### src/rtl/approx_mul_err_sweep_if.sv
// Bus between the sweep controller and the harness around it: start/config,
// the operand/product exchange with the external multiplier, and the stats.
interface approx_mul_err_sweep_if #(
  parameter int W      = 8,
  parameter int MASK_W = 6,
  parameter int SUM_W  = 4*W+1
);
  logic                    start;
  logic [MASK_W-1:0]       conf_in;
  logic [MASK_W-1:0]       conf_out;
  logic signed [W-1:0]     op_a;
  logic signed [W-1:0]     op_b;
  logic signed [2*W-1:0]   approx_r;
  logic                    busy;
  logic                    done;
  logic [2*W:0]            err_count;
  logic [2*W:0]            over_count;
  logic [SUM_W-1:0]        abs_err_sum;
  logic [2*W:0]            max_abs_err;
  logic signed [W-1:0]     max_a;
  logic signed [W-1:0]     max_b;

  // Harness side: drives start/config and returns the approximate product.
  modport master (
    output start, conf_in, approx_r,
    input  conf_out, op_a, op_b, busy, done,
    input  err_count, over_count, abs_err_sum, max_abs_err, max_a, max_b
  );

  // Sweep controller side.
  modport slave (
    input  start, conf_in, approx_r,
    output conf_out, op_a, op_b, busy, done,
    output err_count, over_count, abs_err_sum, max_abs_err, max_a, max_b
  );
endinterface

### src/rtl/approx_mul_err_sweep.sv
// Exhaustive signed operand sweep for an external approximate multiplier.
// Issues one operand pair per clock, computes the exact product on-chip,
// aligns it with the multiplier's MUL_LAT-cycle latency and accumulates
// error statistics (count, over-count, |e| sum, max |e| with operands).
module approx_mul_err_sweep #(
  parameter int W       = 8,
  parameter int MUL_LAT = 0,
  parameter int MASK_W  = 6,
  parameter int SUM_W   = 4*W+1
) (
  input  logic                  clk,
  input  logic                  rst,
  approx_mul_err_sweep_if.slave bus
);
  localparam int PW = 2*W;
  localparam int EW = 2*W+1;
  localparam logic signed [W-1:0] OP_MIN = {1'b1, {(W-1){1'b0}}};
  localparam logic signed [W-1:0] OP_MAX = {1'b0, {(W-1){1'b1}}};

  typedef enum logic [1:0] {IDLE, RUN, DRAIN, DONE} state_e;

  // One in-flight pair: operands and exact product, tagged valid.
  typedef struct packed {
    logic                 vld;
    logic signed [W-1:0]  a;
    logic signed [W-1:0]  b;
    logic signed [PW-1:0] exact;
  } tag_t;

  state_e state_q, state_d;

  logic signed [W-1:0] op_a_q, op_a_d, op_b_q, op_b_d;
  logic [MASK_W-1:0]   conf_q, conf_d;
  logic [EW-1:0]       err_q, err_d, over_q, over_d, max_q, max_d;
  logic [SUM_W-1:0]    sum_q, sum_d;
  logic signed [W-1:0] ma_q, ma_d, mb_q, mb_d;

  logic start_go, last_issue, last_acc;
  tag_t issue_tag, acc_tag;

  logic signed [PW-1:0] a_ext, b_ext;
  logic signed [EW-1:0] appr_e, exact_e, err_e;
  logic [EW-1:0]        abs_e;
  logic                 err_nz, err_pos;

  assign start_go   = bus.start && (state_q == IDLE || state_q == DONE);
  assign last_issue = (state_q == RUN) && (op_a_q == OP_MAX) && (op_b_q == OP_MAX);

  // Exact reference for the pair currently on the operand bus.
  assign a_ext = op_a_q;
  assign b_ext = op_b_q;

  always_comb begin
    issue_tag       = '0;
    issue_tag.vld   = (state_q == RUN);
    issue_tag.a     = op_a_q;
    issue_tag.b     = op_b_q;
    issue_tag.exact = a_ext * b_ext;
  end

  // Delay line matching the external multiplier latency; a zero-latency
  // multiplier is compared against the pair it is being driven with.
  generate
    if (MUL_LAT == 0) begin : g_nodly
      assign acc_tag = issue_tag;
    end else begin : g_dly
      tag_t dly_q [MUL_LAT];

      // Shift pair tags along; reset drops anything in flight.
      always_ff @(posedge clk) begin
        if (rst) begin
          for (int i = 0; i < MUL_LAT; i++) dly_q[i] <= '0;
        end else begin
          dly_q[0] <= issue_tag;
          for (int i = 1; i < MUL_LAT; i++) dly_q[i] <= dly_q[i-1];
        end
      end

      assign acc_tag = dly_q[MUL_LAT-1];
    end
  endgenerate

  assign last_acc = acc_tag.vld && (acc_tag.a == OP_MAX) && (acc_tag.b == OP_MAX);

  // Signed error in 2W+1 bits; |e| stays below 2^(2W) so negation is safe.
  assign appr_e  = {bus.approx_r[PW-1], bus.approx_r};
  assign exact_e = {acc_tag.exact[PW-1], acc_tag.exact};
  assign err_e   = appr_e - exact_e;
  assign abs_e   = err_e[EW-1] ? -err_e : err_e;
  assign err_nz  = (err_e != '0);
  assign err_pos = err_nz && !err_e[EW-1];

  // State register.
  always_ff @(posedge clk) begin
    if (rst) state_q <= IDLE;
    else     state_q <= state_d;
  end

  // Next state: RUN until the last pair is issued, DRAIN until it is
  // accumulated (skipped when both happen in the same cycle).
  always_comb begin
    state_d = state_q;
    case (state_q)
      IDLE, DONE: if (bus.start) state_d = RUN;
      RUN: begin
        if (last_acc)        state_d = DONE;
        else if (last_issue) state_d = DRAIN;
      end
      DRAIN: if (last_acc) state_d = DONE;
      default: state_d = IDLE;
    endcase
  end

  // Operand counter (b inner, a outer) and mask latch.
  always_comb begin
    op_a_d = op_a_q;
    op_b_d = op_b_q;
    conf_d = conf_q;
    if (start_go) begin
      conf_d = bus.conf_in;
      op_a_d = OP_MIN;
      op_b_d = OP_MIN;
    end else if (state_q == RUN && !last_issue) begin
      if (op_b_q == OP_MAX) begin
        op_b_d = OP_MIN;
        op_a_d = op_a_q + W'(1);
      end else begin
        op_b_d = op_b_q + W'(1);
      end
    end
  end

  // Statistics update for the aligned pair; a new sweep clears everything.
  always_comb begin
    err_d  = err_q;
    over_d = over_q;
    sum_d  = sum_q;
    max_d  = max_q;
    ma_d   = ma_q;
    mb_d   = mb_q;
    if (start_go) begin
      err_d  = '0;
      over_d = '0;
      sum_d  = '0;
      max_d  = '0;
      ma_d   = '0;
      mb_d   = '0;
    end else if (acc_tag.vld) begin
      if (err_nz)  err_d  = err_q + EW'(1);
      if (err_pos) over_d = over_q + EW'(1);
      sum_d = sum_q + SUM_W'(abs_e);
      // Strict compare: ties keep the earliest pair.
      if (abs_e > max_q) begin
        max_d = abs_e;
        ma_d  = acc_tag.a;
        mb_d  = acc_tag.b;
      end
    end
  end

  // Datapath and statistics registers.
  always_ff @(posedge clk) begin
    if (rst) begin
      op_a_q <= '0;
      op_b_q <= '0;
      conf_q <= '0;
      err_q  <= '0;
      over_q <= '0;
      sum_q  <= '0;
      max_q  <= '0;
      ma_q   <= '0;
      mb_q   <= '0;
    end else begin
      op_a_q <= op_a_d;
      op_b_q <= op_b_d;
      conf_q <= conf_d;
      err_q  <= err_d;
      over_q <= over_d;
      sum_q  <= sum_d;
      max_q  <= max_d;
      ma_q   <= ma_d;
      mb_q   <= mb_d;
    end
  end

  assign bus.conf_out    = conf_q;
  assign bus.op_a        = op_a_q;
  assign bus.op_b        = op_b_q;
  assign bus.busy        = (state_q == RUN) || (state_q == DRAIN);
  assign bus.done        = (state_q == DONE);
  assign bus.err_count   = err_q;
  assign bus.over_count  = over_q;
  assign bus.abs_err_sum = sum_q;
  assign bus.max_abs_err = max_q;
  assign bus.max_a       = ma_q;
  assign bus.max_b       = mb_q;
endmodule

### src/flat_wrapper.sv
// flat-port wrapper written by rule: the top's interface ports become plain ports
module approx_mul_err_sweep_flat 
#(
  parameter int W       = 8,
  parameter int MUL_LAT = 0,
  parameter int MASK_W  = 6,
  parameter int SUM_W   = 4*W+1
)
  (clk, rst, bus_start, bus_conf_in, bus_approx_r, bus_conf_out, bus_op_a, bus_op_b, bus_busy, bus_done, bus_err_count, bus_over_count, bus_abs_err_sum, bus_max_abs_err, bus_max_a, bus_max_b);
  approx_mul_err_sweep_if #(.W(W), .MASK_W(MASK_W), .SUM_W(SUM_W)) bus_i ();
  input  logic clk;
  input  logic rst;
  input wire logic [$bits(bus_i.start)-1:0] bus_start;
  input wire logic [$bits(bus_i.conf_in)-1:0] bus_conf_in;
  input wire logic [$bits(bus_i.approx_r)-1:0] bus_approx_r;
  output wire logic [$bits(bus_i.conf_out)-1:0] bus_conf_out;
  output wire logic [$bits(bus_i.op_a)-1:0] bus_op_a;
  output wire logic [$bits(bus_i.op_b)-1:0] bus_op_b;
  output wire logic [$bits(bus_i.busy)-1:0] bus_busy;
  output wire logic [$bits(bus_i.done)-1:0] bus_done;
  output wire logic [$bits(bus_i.err_count)-1:0] bus_err_count;
  output wire logic [$bits(bus_i.over_count)-1:0] bus_over_count;
  output wire logic [$bits(bus_i.abs_err_sum)-1:0] bus_abs_err_sum;
  output wire logic [$bits(bus_i.max_abs_err)-1:0] bus_max_abs_err;
  output wire logic [$bits(bus_i.max_a)-1:0] bus_max_a;
  output wire logic [$bits(bus_i.max_b)-1:0] bus_max_b;
  assign bus_i.start = bus_start;
  assign bus_i.conf_in = bus_conf_in;
  assign bus_i.approx_r = bus_approx_r;
  assign bus_conf_out = bus_i.conf_out;
  assign bus_op_a = bus_i.op_a;
  assign bus_op_b = bus_i.op_b;
  assign bus_busy = bus_i.busy;
  assign bus_done = bus_i.done;
  assign bus_err_count = bus_i.err_count;
  assign bus_over_count = bus_i.over_count;
  assign bus_abs_err_sum = bus_i.abs_err_sum;
  assign bus_max_abs_err = bus_i.max_abs_err;
  assign bus_max_a = bus_i.max_a;
  assign bus_max_b = bus_i.max_b;
  approx_mul_err_sweep #(.W(W), .MUL_LAT(MUL_LAT), .MASK_W(MASK_W), .SUM_W(SUM_W)) u_core (.clk(clk), .rst(rst), .bus(bus_i));
endmodule
### config.mk
export PLATFORM = sky130hd
export DESIGN_NAME = approx_mul_err_sweep_flat
export DESIGN_NICKNAME = d
export VERILOG_FILES = /design/src/rtl/approx_mul_err_sweep_if.sv /design/src/rtl/approx_mul_err_sweep.sv /design/src/flat_wrapper.sv
export SDC_FILE = /design/constraint.sdc
export NUM_CORES = 1
export LEC_CHECK = 0
export BUFFER_PORTS_ARGS = -buffer_cell sky130_fd_sc_hd__buf_2
export CELL_PAD_IN_SITES_DETAIL_PLACEMENT = 0
export CELL_PAD_IN_SITES_GLOBAL_PLACEMENT = 2
export CORE_MARGIN = 5
export CORE_UTILIZATION = 38
export CTS_CLUSTER_DIAMETER = 100
export DETAILED_ROUTE_END_ITERATION = 10
export PLACE_DENSITY = 0.95
export SYNTH_ARGS = -nofsm -noshare
export SYNTH_HDL_FRONTEND = slang
export SYNTH_SLANG_ARGS = --single-unit
### constraint.sdc
create_clock -name clk -period 12 [get_ports clk]
set_input_delay 1.2 -clock clk [delete_from_list [all_inputs] [get_ports clk]]
set_output_delay 1.2 -clock clk [all_outputs]
set_load 0.05 [all_outputs]
==> results.toml <==
[drt]
detailedRoute.firstPassIterationCount = 5
routed_via_density = 5.11
drc = 0
detail_routed_net_length_per_standard_cell_um = 15.6
detailroute.via_count = 8504
wirelength_mm = 25.9
antenna_left = 0
drt-initial-drc-count = 507

[cells_and_area]
fillers = 2633
flow.area_growth_from_synthesis_pct = 15.7
final_nets = 1488
drive_gt1_frac = 0.154
n_antenna_cell = 0

[setup_path]
setup.reg_to_reg.worst_slack_ns = 2.69
critical_path.startpoint = "u_core.bus.op_b[0]"
regToRegStartpoint = "u_core.bus.op_b[0]"
timing_worst_setup_path_type = "flop to flop"
worst-r2r-cell-count = 32
critPathCapture = "u_core.bus.abs_err_sum[19]"
crit_path_frequent_cell = "sky130_fd_sc_hd__inv_1"
critPathMaxFanout = 16
cp_slowest_stage_delay_ns = 0.67
r2r_end = "u_core.bus.abs_err_sum[19]"
worst_path_arrival_ns = 9.58
cpMaxStageDelayCell = "sky130_fd_sc_hd__and2_1"
crit_path_start_kind = "flop"
worst-endpoint-required_ns = 12.27
setup.worst_path.end_class = "flop"

[global_route]
grt_util_met1 = 0.232
largest_net_degree_at_the_start_of_global_routing = 53
groute.layer.met3.usage = 0.0378
antenna_found_initial = 0
groute.usage.overall = 0.174
grt.busiest_layer = "met2"
grt_first_pass_wirelength_mm = 43.3
global_route_track_usage_on_met2 = 0.289
vias_in_the_first_global_route = 8394
grt_remaining_overflow = 0

[placement]
count_of_input_and_output_buffers = 148
gp_routability_congestion = 0.858
hpwl_dp_mm = 20.4

[synth]
synth.largest_area_cell = "sky130_fd_sc_hd__dfxtp_1"
postSynthCellCount = 1192
synth.avg_cell_area_um2 = 8.47
dominantRegCellSynth = "sky130_fd_sc_hd__dfxtp_1"
synth_largest_type_area_fraction = 0.246
mappedNetlistNets = 1363
synthesis.area_um2 = 10100
synth-warning-count = 0
synth_area_leaders = "sky130_fd_sc_hd__dfxtp_1 25%, sky130_fd_sc_hd__fa_1 13%, sky130_fd_sc_hd__ha_1 9.9%"
synth-edff-count = 0
netlist-cell-type-count = 63
async_flop_share = 0
synth.most_common_cell = "sky130_fd_sc_hd__inv_1"
yosysSeqAreaShare = 0.246
synth_seq_cells = 124
yosys-top-cells-count = "135 x sky130_fd_sc_hd__inv_1, 133 x sky130_fd_sc_hd__nor2_1, 124 x sky130_fd_sc_hd__dfxtp_1"

[clocking]
post_cts_setup_buffer_count = 0
cts-htree-levels = 4
clk_pin_slew_worst_paths_ns = 0.07
clockBufferDepth = 2
tritoncts_num_sinks = 124
cts_tree = "built"
clock_tree.root_cell = "sky130_fd_sc_hd__clkbuf_16"
numCtsBuffers = 17
post_cts_hold_buffer_count = 0
insertion_delay_ns = 0.43
cts.repair.resized = 0

[sta]
setup_total_negative_slack_ns = 0
period_minus_slack_ns = 9.31
clock-skew-final_ns = 0.0216
fin_crit_sh = 0.776
timing.final.hold_violations = 0
final-max-slew-violation-count = 0
setup_viol_count_final = 0
grt_setup_unrepaired = "no"
worst-slew-pin-transition_ns = 0.908
upper_clock_frequency_limit_ghz = 0.107
slew_headroom = 0.392

[floorplan]
fp.dieArea_um2 = 29900
num_rows = 59
placeable_core_region_um2 = 26100
i_o_pin_count = 149
die_h_um = 173
initial_core_utilization = 0.386
fp.dieW_um = 173

[outcome]
outcome = "finished clean"

[power]
power.density_cell_area_nw_per_um2 = 180
report.power.total_uw = 2100
worst_ir_drop_vdd_uv = 85.4
power.static_leakage_uw = 0.00528

[min_path]
worst_hold_path_type = "flop to flop"

[flow_run]
maxCapViolCount = 0
how the worst min path moves through the flow:
stage	end	slack [ns]	cells past startpoint	startpoint
floorplan	u_core.state_q[1]	0.45	2	u_core.state_q[1]
global placement	u_core.bus.conf_out[1]	0.44	2	u_core.bus.conf_out[1]
detailed placement	u_core.bus.conf_out[0]	0.44	2	u_core.bus.conf_out[0]
CTS	u_core.bus.conf_out[0]	0.45	2	u_core.bus.conf_out[0]
global route	u_core.bus.conf_out[0]	0.47	2	u_core.bus.conf_out[0]
finish	u_core.bus.conf_out[0]	0.46	2	u_core.bus.conf_out[0]
kinds of logic (layout without fill, tap and decap cells):
group | Yosys count | in the layout | synth area share
buffers and inverters | 182 | 320 | 0.0693
xor gates and xnor gates | 99 | 99 | 0.0859
and+or+nand+nor | 426 | 426 | 0.211
adders and majority gates | 146 | 146 | 0.230
AOI/OAI and AO/OA | 176 | 176 | 0.120
DFF | 124 | 124 | 0.246
muxes | 39 | 39 | 0.0387
stage by stage:
stage	area (um2)	cells	hold WS [ns]	utilization	setup slack, ns
2_1_floorplan	10100	1192	0.449	-	3.58
6_report	11700	1665	0.455	0.447	2.69
3_5_place_dp	11100	1633	0.445	0.425	2.69
4_1_cts	11700	1665	0.454	0.447	2.61
3_3_place_gp	11100	1633	0.440	0.425	2.79
5_1_grt	11700	1665	0.473	0.447	1.99
power by group:
part | switching, uW | internal, uW | leakage (uW)
clock network | 219 | 278 | 0.000270
registers | 28.1 | 443 | 0.00100
logic | 703 | 430 | 0.00401
total | 950 | 1150 | 0.00528
final cells by class:
class | instances | area, um2 | area share
multi-input cells | 886 | 6920 | 0.593
flip-flops and latches | 124 | 2480 | 0.213
repair buffers | 153 | 778 | 0.0667
inverters | 135 | 507 | 0.0434
clock buffers | 18 | 439 | 0.0376
well taps | 335 | 419 | 0.0359
clock inverters | 14 | 126 | 0.0108
flip-flops by register name (all words and copies together) (netlist names):
| name | cells |
|---|---|
| u_core.bus.abs_err_sum | 33 |
| u_core.bus.conf_out | 6 |
| u_core.bus.err_count | 17 |
| u_core.bus.max_a | 8 |
| u_core.bus.max_abs_err | 17 |
| u_core.bus.max_b | 8 |
| u_core.bus.op_a | 8 |
| u_core.bus.op_b | 8 |
| u_core.bus.over_count | 17 |
| u_core.state_q | 2 |
layer usage:
layer	part of all wire	vias up
met5	0	-
met4	0.0079	0
met3	0.046	14
met2	0.47	177
met1	0.48	4064
li1	-	4249
worst max-delay path, delay by kind of cell, from the launching register on:
kind / cells / cell delay [ns]
AOI/OAI and AO/OA: 10 / 2.92
xor gates and xnor gates: 1 / 0.18
adders and majority gates: 7 / 3.38
buffers and inverters: 8 / 0.81
DFF: 1 / 0.49
and+or+nand+nor: 6 / 1.37
placed cells by master (no fill, tap or decap), types with 5 or more instances in the layout:
master and count:
sky130_fd_sc_hd__a2111oi_0 5, sky130_fd_sc_hd__a211oi_1 12, sky130_fd_sc_hd__a21o_1 15, sky130_fd_sc_hd__a21oi_1 48, sky130_fd_sc_hd__a31oi_1 6, sky130_fd_sc_hd__and2_1 45, sky130_fd_sc_hd__and3_1 24, sky130_fd_sc_hd__buf_2 148
sky130_fd_sc_hd__buf_4 5, sky130_fd_sc_hd__clkbuf_16 17, sky130_fd_sc_hd__dfxtp_1 124, sky130_fd_sc_hd__fa_1 66, sky130_fd_sc_hd__ha_1 80, sky130_fd_sc_hd__inv_1 135, sky130_fd_sc_hd__inv_6 5, sky130_fd_sc_hd__mux2i_1 39
sky130_fd_sc_hd__nand2_1 79, sky130_fd_sc_hd__nand2b_1 9, sky130_fd_sc_hd__nand3_1 40, sky130_fd_sc_hd__nand4_1 21, sky130_fd_sc_hd__nor2_1 133, sky130_fd_sc_hd__nor2b_1 16, sky130_fd_sc_hd__nor3_1 21, sky130_fd_sc_hd__o211a_1 5
sky130_fd_sc_hd__o211ai_1 8, sky130_fd_sc_hd__o21a_1 19, sky130_fd_sc_hd__o21ai_0 24, sky130_fd_sc_hd__o21ai_2 6, sky130_fd_sc_hd__or3_1 13, sky130_fd_sc_hd__xnor2_1 48, sky130_fd_sc_hd__xor2_1 51
No activity file was read; power rests on OpenSTA's default activity.
